[config.mk]
export PLATFORM = sky130hd
export DESIGN_NAME = sram_stream_fifo_flat
export DESIGN_NICKNAME = d
export VERILOG_FILES = /design/src/rtl/sram_stream_fifo_pkg.sv /design/src/rtl/sram_stream_fifo_if.sv /design/src/rtl/sram_stream_fifo_obuf.sv /design/src/rtl/sram_stream_fifo.sv /design/src/flat_wrapper.sv
export SDC_FILE = /design/constraint.sdc
export NUM_CORES = 1
export LEC_CHECK = 0
export ABC_AREA = 1
export CAP_MARGIN = 20
export CORE_UTILIZATION = 45
export CTS_CLUSTER_SIZE = 30
export DETAILED_ROUTE_END_ITERATION = 7
export DONT_BUFFER_PORTS = 1
export SLEW_MARGIN = 15
export SYNTH_ARGS = -nofsm -noshare
export SYNTH_HDL_FRONTEND = slang
export SYNTH_SLANG_ARGS = --single-unit
[constraint.sdc]
create_clock -name clock -period 3.9 [get_ports clock]
set_clock_uncertainty 0.15 [all_clocks]
set_input_delay 0.585 -clock clock [delete_from_list [all_inputs] [get_ports clock]]
set_output_delay 0.585 -clock clock [all_outputs]
set_load 0.01 [all_outputs]
[src/rtl/sram_stream_fifo_pkg.sv]
// sram_fifo_pkg
// Shared constants and helpers for the SRAM-backed stream FIFO.
//   FIFO_DATA_W / FIFO_DEPTH / FIFO_ADDR_W : default macro geometry (512 x 2)
//   FIFO_CNT_W                             : width of a 0..DEPTH occupancy count
//   OBUF_DEPTH / OBUF_CNT_W                : output buffer size and its counter width
//   obuf_idx_t / obuf_next()               : circular index type and wrap increment
package sram_fifo_pkg;

    localparam int FIFO_DATA_W = 2;
    localparam int FIFO_DEPTH  = 512;
    localparam int FIFO_ADDR_W = 9;
    localparam int FIFO_CNT_W  = FIFO_ADDR_W + 1;

    // Three slots cover the two-cycle issue-to-capture loop plus the word
    // currently being presented, which is what sustains one word per cycle.
    localparam int OBUF_DEPTH = 3;
    localparam int OBUF_CNT_W = 2;

    typedef logic [1:0] obuf_idx_t;

    // The buffer depth is not a power of two, so indices wrap explicitly.
    function automatic obuf_idx_t obuf_next(input obuf_idx_t idx);
        return (idx == obuf_idx_t'(OBUF_DEPTH - 1)) ? obuf_idx_t'(0) : idx + obuf_idx_t'(1);
    endfunction

endpackage

[src/rtl/sram_stream_fifo_if.sv]
// sram_stream_fifo_if
// Valid/ready stream bundle used for both the producer and consumer sides.
//   valid : word present      (master -> slave)
//   data  : word              (master -> slave)
//   ready : word accepted     (slave -> master)
interface sram_stream_fifo_if
    import sram_fifo_pkg::*;
#(
    parameter int DATA_W = FIFO_DATA_W
);

    logic              valid;
    logic              ready;
    logic [DATA_W-1:0] data;

    modport master (output valid, output data, input ready);
    modport slave  (input valid, input data, output ready);

endinterface

[src/rtl/sram_stream_fifo_obuf.sv]
// sram_fifo_obuf
// Three-entry circular buffer that receives words returning from the SRAM
// read port and presents the head to the consumer.
//   clock, reset : clock and asynchronous active-high reset
//   capture      : write cap_data into the tail this edge
//   cap_data     : word returning from the macro
//   pop          : consumer takes the head (ignored when empty)
//   valid        : buffer holds at least one word
//   head_data    : word at the head of the buffer
//   buf_cnt      : number of words held (0..3)
module sram_fifo_obuf
    import sram_fifo_pkg::*;
#(
    parameter int DATA_W = FIFO_DATA_W
) (
    input  logic                  clock,
    input  logic                  reset,
    input  logic                  capture,
    input  logic [DATA_W-1:0]     cap_data,
    input  logic                  pop,
    output logic                  valid,
    output logic [DATA_W-1:0]     head_data,
    output logic [OBUF_CNT_W-1:0] buf_cnt
);

    logic [DATA_W-1:0] slots [OBUF_DEPTH];
    obuf_idx_t         head;
    obuf_idx_t         tail;
    logic              take;

    assign valid     = (buf_cnt != '0);
    assign take      = pop & valid;
    assign head_data = slots[head];

    // The read-issue rule upstream guarantees a free slot (or a same-edge
    // pop) whenever capture is high, so the count cannot pass three.
    always_ff @(posedge clock or posedge reset) begin
        if (reset) begin
            for (int i = 0; i < OBUF_DEPTH; i++) begin
                slots[i] <= '0;
            end
            head    <= '0;
            tail    <= '0;
            buf_cnt <= '0;
        end else begin
            if (capture) begin
                slots[tail] <= cap_data;
                tail        <= obuf_next(tail);
            end
            if (take) begin
                head <= obuf_next(head);
            end
            buf_cnt <= buf_cnt + OBUF_CNT_W'(capture) - OBUF_CNT_W'(take);
        end
    end

endmodule

[src/rtl/sram_stream_fifo.sv]
// sram_stream_fifo
// Valid/ready stream FIFO built on a 1R1W SRAM macro with a one-cycle
// registered read, plus a small output buffer that hides the read latency.
//   clock, reset : single clock (also the macro CLKW/CLKR), async active-high reset
//   producer     : incoming stream (slave side)
//   consumer     : outgoing stream (master side)
//   count        : words held in SRAM + read in flight + output buffer
//   sram_web/aa/d: macro write port, active-low strobe
//   sram_reb/ab  : macro read port, active-low strobe
//   sram_q       : macro registered read data
module sram_stream_fifo
    import sram_fifo_pkg::*;
#(
    parameter int DATA_W = FIFO_DATA_W,
    parameter int DEPTH  = FIFO_DEPTH,
    parameter int ADDR_W = FIFO_ADDR_W
) (
    input  logic                clock,
    input  logic                reset,
    sram_stream_fifo_if.slave   producer,
    sram_stream_fifo_if.master  consumer,
    output logic [ADDR_W:0]     count,
    output logic                sram_web,
    output logic [ADDR_W-1:0]   sram_aa,
    output logic [DATA_W-1:0]   sram_d,
    output logic                sram_reb,
    output logic [ADDR_W-1:0]   sram_ab,
    input  logic [DATA_W-1:0]   sram_q
);

    localparam int CNT_W = ADDR_W + 1;

    logic [ADDR_W-1:0]     wptr;
    logic [ADDR_W-1:0]     rptr;
    logic [CNT_W-1:0]      sram_cnt;
    logic                  rd_inflight;
    logic [OBUF_CNT_W-1:0] buf_cnt;
    logic                  accept;
    logic                  push;
    logic                  issue;
    logic                  buf_room;
    logic                  out_valid;
    logic [DATA_W-1:0]     out_data;

    // Occupancy and acceptance come from registers only, so a pop at full
    // frees a slot for the producer one cycle later, never combinationally.
    assign count  = sram_cnt + CNT_W'(rd_inflight) + CNT_W'(buf_cnt);
    assign accept = !reset && (count < CNT_W'(DEPTH));
    assign push   = producer.valid & accept;

    assign producer.ready = accept;

    assign sram_web = !push;
    assign sram_aa  = wptr;
    assign sram_d   = producer.data;

    // sram_cnt only includes writes committed at an earlier edge, so a read
    // can never target the address being written this same cycle. A pending
    // pop is not credited, keeping the buffer bound simple and safe.
    assign buf_room = ({1'b0, buf_cnt} + {2'b00, rd_inflight}) < 3'(OBUF_DEPTH);
    assign issue    = !reset && (sram_cnt != '0) && buf_room;

    assign sram_reb = !issue;
    assign sram_ab  = rptr;

    // Pointers wrap naturally because DEPTH is a power of two; sram_cnt
    // moves by the net of this cycle's write and read issue.
    always_ff @(posedge clock or posedge reset) begin
        if (reset) begin
            wptr        <= '0;
            rptr        <= '0;
            sram_cnt    <= '0;
            rd_inflight <= 1'b0;
        end else begin
            if (push) begin
                wptr <= wptr + ADDR_W'(1);
            end
            if (issue) begin
                rptr <= rptr + ADDR_W'(1);
            end
            sram_cnt    <= sram_cnt + CNT_W'(push) - CNT_W'(issue);
            rd_inflight <= issue;
        end
    end

    // sram_q is only meaningful the cycle after a read strobe, which is
    // exactly when rd_inflight is set.
    sram_fifo_obuf #(
        .DATA_W    (DATA_W)
    ) u_obuf (
        .clock     (clock),
        .reset     (reset),
        .capture   (rd_inflight),
        .cap_data  (sram_q),
        .pop       (consumer.ready),
        .valid     (out_valid),
        .head_data (out_data),
        .buf_cnt   (buf_cnt)
    );

    assign consumer.valid = out_valid;
    assign consumer.data  = out_data;

endmodule

[src/flat_wrapper.sv]
// flat-port wrapper written by rule: the top's interface ports become plain ports
module sram_stream_fifo_flat import sram_fifo_pkg::*;
#(
    parameter int DATA_W = FIFO_DATA_W,
    parameter int DEPTH  = FIFO_DEPTH,
    parameter int ADDR_W = FIFO_ADDR_W
)
  (clock, reset, count, sram_web, sram_aa, sram_d, sram_reb, sram_ab, sram_q, producer_valid, producer_data, producer_ready, consumer_valid, consumer_data, consumer_ready);
  sram_stream_fifo_if #(.DATA_W(DATA_W)) producer_i ();
  sram_stream_fifo_if #(.DATA_W(DATA_W)) consumer_i ();
  input  logic clock;
  input  logic reset;
  output logic [ADDR_W:0] count;
  output logic sram_web;
  output logic [ADDR_W-1:0] sram_aa;
  output logic [DATA_W-1:0] sram_d;
  output logic sram_reb;
  output logic [ADDR_W-1:0] sram_ab;
  input  logic [DATA_W-1:0] sram_q;
  input wire logic [$bits(producer_i.valid)-1:0] producer_valid;
  input wire logic [$bits(producer_i.data)-1:0] producer_data;
  output wire logic [$bits(producer_i.ready)-1:0] producer_ready;
  output wire logic [$bits(consumer_i.valid)-1:0] consumer_valid;
  output wire logic [$bits(consumer_i.data)-1:0] consumer_data;
  input wire logic [$bits(consumer_i.ready)-1:0] consumer_ready;
  assign producer_i.valid = producer_valid;
  assign producer_i.data = producer_data;
  assign producer_ready = producer_i.ready;
  assign consumer_valid = consumer_i.valid;
  assign consumer_data = consumer_i.data;
  assign consumer_i.ready = consumer_ready;
  sram_stream_fifo #(.DATA_W(DATA_W), .DEPTH(DEPTH), .ADDR_W(ADDR_W)) u_core (.clock(clock), .reset(reset), .producer(producer_i), .consumer(consumer_i), .count(count), .sram_web(sram_web), .sram_aa(sram_aa), .sram_d(sram_d), .sram_reb(sram_reb), .sram_ab(sram_ab), .sram_q(sram_q));
endmodule
# == Word level (Yosys, flattened, before mapping) ==
# Cells that the tools add are included.
# totals
ff_bits,41
input_bits,8
out_inout_bits,36
elab_cells,49
# classes
addsub,11
n_lt_le_gt_ge,5
n_eq_ne,2
mux,8
bitwise_logic,4
n_reduce_logical,9
# ops
op,count
$add 10x1->10,2
$add 9x1->9 const B,2
$add 10x2->10,1
$lt 10x10->1 const B,1
$mux 2,5
$reduce_bool 10->1,1
$sub 10x1->10,1
$bwmux 6,1
$ge 3x3->1 const B,2
$not 2->3,2
$add 2x1->2 const B,2
$bmux 2 s2,1
$demux 2 s2,1
$eq 2x2->1 const B,2
$logic_and 1x1->1,4
$add 2x1->3,1
$logic_not 1->1,3
$lt 3x1->1 const B,1
$lt 3x2->1 const B,1
$add 2x1->2,1
$and 1x1->1,2
$reduce_bool 2->1,1
$sub 2x1->2,1

# == Longest topological paths before layout ==
# depth
word_depth,7
depth_mapped,17
depth_no_buf,17

# == Cells and area by module ==
# A second synthesis with hierarchy kept.
# hier_totals
cells_unflattened,329
area_unflattened_um2,2736.4
# modules_own_cells
mod,n_inst,cells_per_inst,area_per_inst_um2,seq_area_each_um2
sram_stream_fifo,1,255,2149.6,725.7
sram_fifo_obuf,1,74,586.8,300.3

# == Worst setup path after synthesis ==
# OpenSTA, ideal clock, no wires.
# synth_path
path_kind,input -> register
from,input port reset
to,register u_core.sram_cnt[8]
setup_ps,117
arrival_time_ps,3003
required_ps,3633
setup_slack_ps,631
stages,10
path_buffers,0
path_cell_list,inv_1 -> nand4_2 -> inv_1 -> ha_1 -> fa_1 -> a21oi_1 -> o21ai_0 -> nand4_1 -> nand3_1 -> nand2_1
# synth_between
elab_chain_len,5
elab_cells_between_ends,7
cone_classes,add/sub (2); bitwise (1); reduce/logical (4)
# synth_lines
item,line_no,source
start: declaration,flat_wrapper.sv:12,input logic reset;
$logic_not 1->1 (*),"sram_stream_fifo.sv:48, sram_stream_fifo.sv:61",
$logic_and 1x1->1,sram_stream_fifo.sv:48,assign accept = !reset && (count < CNT_W'(DEPTH));
$and 1x1->1,sram_stream_fifo.sv:49,assign push = producer.valid & accept;
$add 10x1->10,sram_stream_fifo.sv:81,sram_cnt <= sram_cnt + CNT_W'(push) - CNT_W'(issue);
$sub 10x1->10 (*),sram_stream_fifo.sv:81,
end signal: assignment,sram_stream_fifo.sv:81,
end: declaration,sram_stream_fifo.sv:35,logic [CNT_W-1:0] sram_cnt;
# Mark *: on every way between the ends. The rest lies on a longest branch, timed or not.
# A chain may end at the register's enable or synchronous reset.

# == Worst setup path after layout ==
# layout_path
from,register u_core.rd_inflight
to,register u_core.sram_cnt[8]
# layout_between
elab_chain_len,7
elab_cells_between_ends,10
cone_classes,add/sub (5); order compare (2); bitwise (1); reduce/logical (2)
# layout_lines
item,line_no,source
start: declaration,sram_stream_fifo.sv:36,logic rd_inflight;
start signal: assignment,sram_stream_fifo.sv:82,rd_inflight <= issue;
$add 10x1->10,sram_stream_fifo.sv:47,assign count = sram_cnt + CNT_W'(rd_inflight) + CNT_W'(buf_cnt);
$add 10x2->10,sram_stream_fifo.sv:47,
$lt 10x10->1,sram_stream_fifo.sv:48,
$logic_and 1x1->1,sram_stream_fifo.sv:48,
$and 1x1->1,sram_stream_fifo.sv:49,
$add 10x1->10,sram_stream_fifo.sv:81,
$sub 10x1->10 (*),sram_stream_fifo.sv:81,
# Marked as above.

==> flow_summary_export.csv <==
group,metric,value,unit
outcome,run_status,"finished, final reports clean",
timing,tightestPinTransition,0.5704,ns
timing,slew_headroom,61.97,%
setup_path,critical_path.endpoint_type,"register",
grt,grt_start_max_net_pins,46,
synth,synthesis.nets,349,
routing,totalWireLength,5016,µm
timing,maxClockFrequency,0.3020,GHz
synth,synth.avg_cell_area,8.505,µm²
routing,drt-vias-per-instance,5.005,
timing,timing_max_transition_violations_final,0,
place,io_buffer_count,0,
synth,asyncSetResetFlopFracSynth,100.0,%
synth,area_of_the_mapped_netlist,2645,µm²
floorplanning,placeableCoreArea,5574,µm²
cells_and_area,nNetsFinal,355,
synth,synth_top_area_share,38.79,%
synth,synth-compound-area-share,4.494,%
run,drv_cap,0,
clock_tree,cts_buffers,5,
cells_and_area,antenna_cells_inserted,0,
clock_tree,clk_lat_worst_skew,0.29,ns
synth,synth_mux_area_share,0,%
grt,first_pass_grt_wire_length,8611,µm
setup_path,timing.critical_path.slowest_stage_cell,"sky130_fd_sc_hd__dfrtp_1",
cells_and_area,fillers,553,
clock_tree,cts.repair.resized,0,
timing,worst_slack,0.5892,ns
clock_tree,cts.repair_timing.setup_buffer_count,0,
routing,antenna_violating_nets_post_route,0,
clock_tree,cts_tree,"yes",
timing,finalCriticalPeriod,3.311,ns
synth,synthAdderAreaFrac,15.04,%
synth,ys_warn_count,0,
synth,synth-xor-area-share,8.278,%
clock_tree,clockRootBuffer,"sky130_fd_sc_hd__clkbuf_8",
setup_path,worst-setup-path-type,"reg2reg",
floorplanning,start_util,47.45,%
clock_tree,clock_sinks,41,
synth,synth_top_flop_cell,"sky130_fd_sc_hd__dfrtp_1",
power_and_ir_drop,ir_drop,0.0003777,V
setup_path,cp_data_required_time,3.93,ns
power_and_ir_drop,finalPower,2546,µW
setup_path,critPathMaxFanout,7,
floorplanning,chipHeight,78.67,µm
timing,unrepaired_setup_endpoints_after_global_routing,"false",
routing,drcViolationCount,0,
synth,synth.top_cells.by_count,"67 x sky130_fd_sc_hd__nand2_1, 51 x sky130_fd_sc_hd__inv_1, 41 x sky130_fd_sc_hd__dfrtp_1",
setup_path,critical-path-top-cell-by-count,"sky130_fd_sc_hd__nand2_1",
floorplanning,fp-row-count,27,
synth,synthCells,311,
timing,final.setup.tns,0,ns
cells_and_area,layout-area-overhead-vs-synth,7.521,%
synth,combinational_family_with_the_most_area_after_synthesis,"simple AND/OR/NAND/NOR gates",
floorplanning,die_footprint,6188,µm²
synth,netlist-cell-type-count,27,
synth,yosys.cell_count.top_type,"sky130_fd_sc_hd__nand2_1",
setup_path,r2r_setup_slack,0.59,ns
setup_path,critical_path.max_stage_delay,0.44,ns
synth,synth_seq_cells,41,
cells_and_area,post_route_cells_drive_above_1_share,5.975,%
synth,synth_edf_count,0,
place,pre_cts_ws,0.5696,ns
power_and_ir_drop,static-leakage-power,0.001487,µW
clock_tree,htreeDepth,2,
timing,hold_fails_final_rpt,0,
synth,synth_area_leader_cell,"sky130_fd_sc_hd__dfrtp_1",
synth,cell_types_occupying_the_most_area_after_synthesis,"sky130_fd_sc_hd__dfrtp_1 39%, sky130_fd_sc_hd__ha_1 13%, sky130_fd_sc_hd__nand2_1 9.5%",
routing,routedWlPerCell,12.86,µm
floorplanning,design.portCount,44,
hold_path,min-delay-path-class,"in2async",
grt,number_of_global_route_vias_before_repair,1918,
routing,num_vias,1952,
synth,synth_seq_area_share,38.79,%
clock_tree,cts_hold_repair.buffers,0,
grt,total_track_usage,17.70,%
grt,grt.overflow.total,0,
setup_path,worst_setup_path_start_kind,"register",
routing,drtPass1Iterations,4,
timing,finalCritPeriodShare,84.89,%
grt,antenna_found_initial,0,
setup_path,critical_path_data_arrival_time,3.34,ns
synth,post_synthesis_share_of_cell_area_spent_on_and_or_nand_and_nor_gates,25.45,%
setup_path,path_cells,"inv_1 -> fa_1 -> inv_1 -> nand3_1 -> nand2_1 -> nand4_4 -> nand4_2 -> inv_1 -> ha_1 -> fa_1 -> a21oi_1 -> o21ai_0 -> nand4_1 -> nand2_1 -> nand2_1 -> nand2_1",
place,globalplace.congestion,0.8179,
clock_tree,cts.path.max_buffers,2,
place,hpwl_detailed,3890,µm
power_and_ir_drop,pwr_dens,895.2,nW/µm²
floorplanning,die_width,78.67,µm
timing,finalSetupViolCount,0,
clock_tree,worst_setup_hold_path_clk_slew,0.08,ns
routing,detailedRoute.firstIterationViolations,88,
## critical path: cells and delay by family (launching register included)
kind / cells / cell delay, ns
adders and majority gates: 3 / 1.06
AOI/OAI and AO/OA: 2 / 0.29
and+or+nand+nor: 8 / 0.95
buffers and inverters: 3 / 0.31
DFF: 1 / 0.44
## per-stage QoR
step / util (%) / area, µm² / cells / hold WS, ns
floorplan: - / 2645 / 311 / 0.3034
global placement: 48.93 / 2728 / 382 / 0.3234
detailed placement: 48.93 / 2728 / 382 / 0.3264
CTS: 51.02 / 2844 / 390 / 0.2209
global route: 51.02 / 2844 / 390 / 0.2495
finish: 51.02 / 2844 / 390 / 0.2066
## state kept, by name, indices dropped and copies added (netlist names)
register,flops
u_core.u_obuf.slots,6
u_core.sram_cnt,10
u_core.sram_ab,9
u_core.sram_aa,9
u_core.u_obuf.tail,2
u_core.u_obuf.head,2
u_core.u_obuf.buf_cnt,2
u_core.rd_inflight,1
## cell type report
type / instances / area (µm²) / share of cell area (%)
clock inverter: 1 / 30.03 / 1.056
tap: 72 / 90.09 / 3.168
multi-input combinational: 216 / 1409 / 49.54
sequential: 41 / 1026 / 36.08
clock buffer: 7 / 86.33 / 3.036
timing repair buffer: 1 / 7.507 / 0.2640
inverter: 52 / 195.2 / 6.863
## logic make-up (layout without fill, tap and decap cells)
family,Yosys count,after routing
and+or+nand+nor,138,138
AOI/OAI and AO/OA,23,23
buffers and inverters,54,61
adders and majority gates,30,30
DFF,41,41
xor gates and xnor gates,25,25
## cells in the final DEF (no fill, tap or decap), types with 2 or more instances in the layout
master                     Yosys  layout
sky130_fd_sc_hd__fa_1          3       3
sky130_fd_sc_hd__nor3_1        2       2
sky130_fd_sc_hd__nand3_2       4       4
sky130_fd_sc_hd__dfrtp_1      41      41
sky130_fd_sc_hd__xor2_1       18      18
sky130_fd_sc_hd__inv_1        51      50
sky130_fd_sc_hd__nor2_1       16      16
sky130_fd_sc_hd__nand3_1      29      29
sky130_fd_sc_hd__clkbuf_8      0       6
sky130_fd_sc_hd__xnor2_1       7       7
sky130_fd_sc_hd__a21oi_1       5       5
sky130_fd_sc_hd__nand2_1      67      67
sky130_fd_sc_hd__ha_1         27      27
sky130_fd_sc_hd__nand4_1      11      11
sky130_fd_sc_hd__o21ai_0      16      16
## power by group
group          internal [µW]  switching [µW]  total (µW)
clock                    209             143         351
sequential               614             220         834
combinational            500             861        1360
total                   1320            1220        2550
## path summary, 6_finish.rpt
path / from / end / cells past startpoint
worst max register to register: u_core.rd_inflight / u_core.sram_cnt[8] / 16
max in group asynchronous: reset / u_core.sram_cnt[7] / 2
worst max-delay path: u_core.rd_inflight / u_core.sram_cnt[8] / 16
worst min register to register: u_core.u_obuf.slots[1] / u_core.u_obuf.slots[1] / 2
min in group clock: producer_valid / u_core.sram_aa[2] / 2
worst min-delay path: reset / u_core.u_obuf.tail[0] / 2
## routing by layer
metal	vias up	wire length, µm	GRT usage [%]
li1	1006	-	-
met1	904	2334	22.52
met2	37	2460	29.83
met3	5	181	4.419
met4	0	39	4.444
met5	-	0	0
No activity file was read; power rests on OpenSTA's default activity.
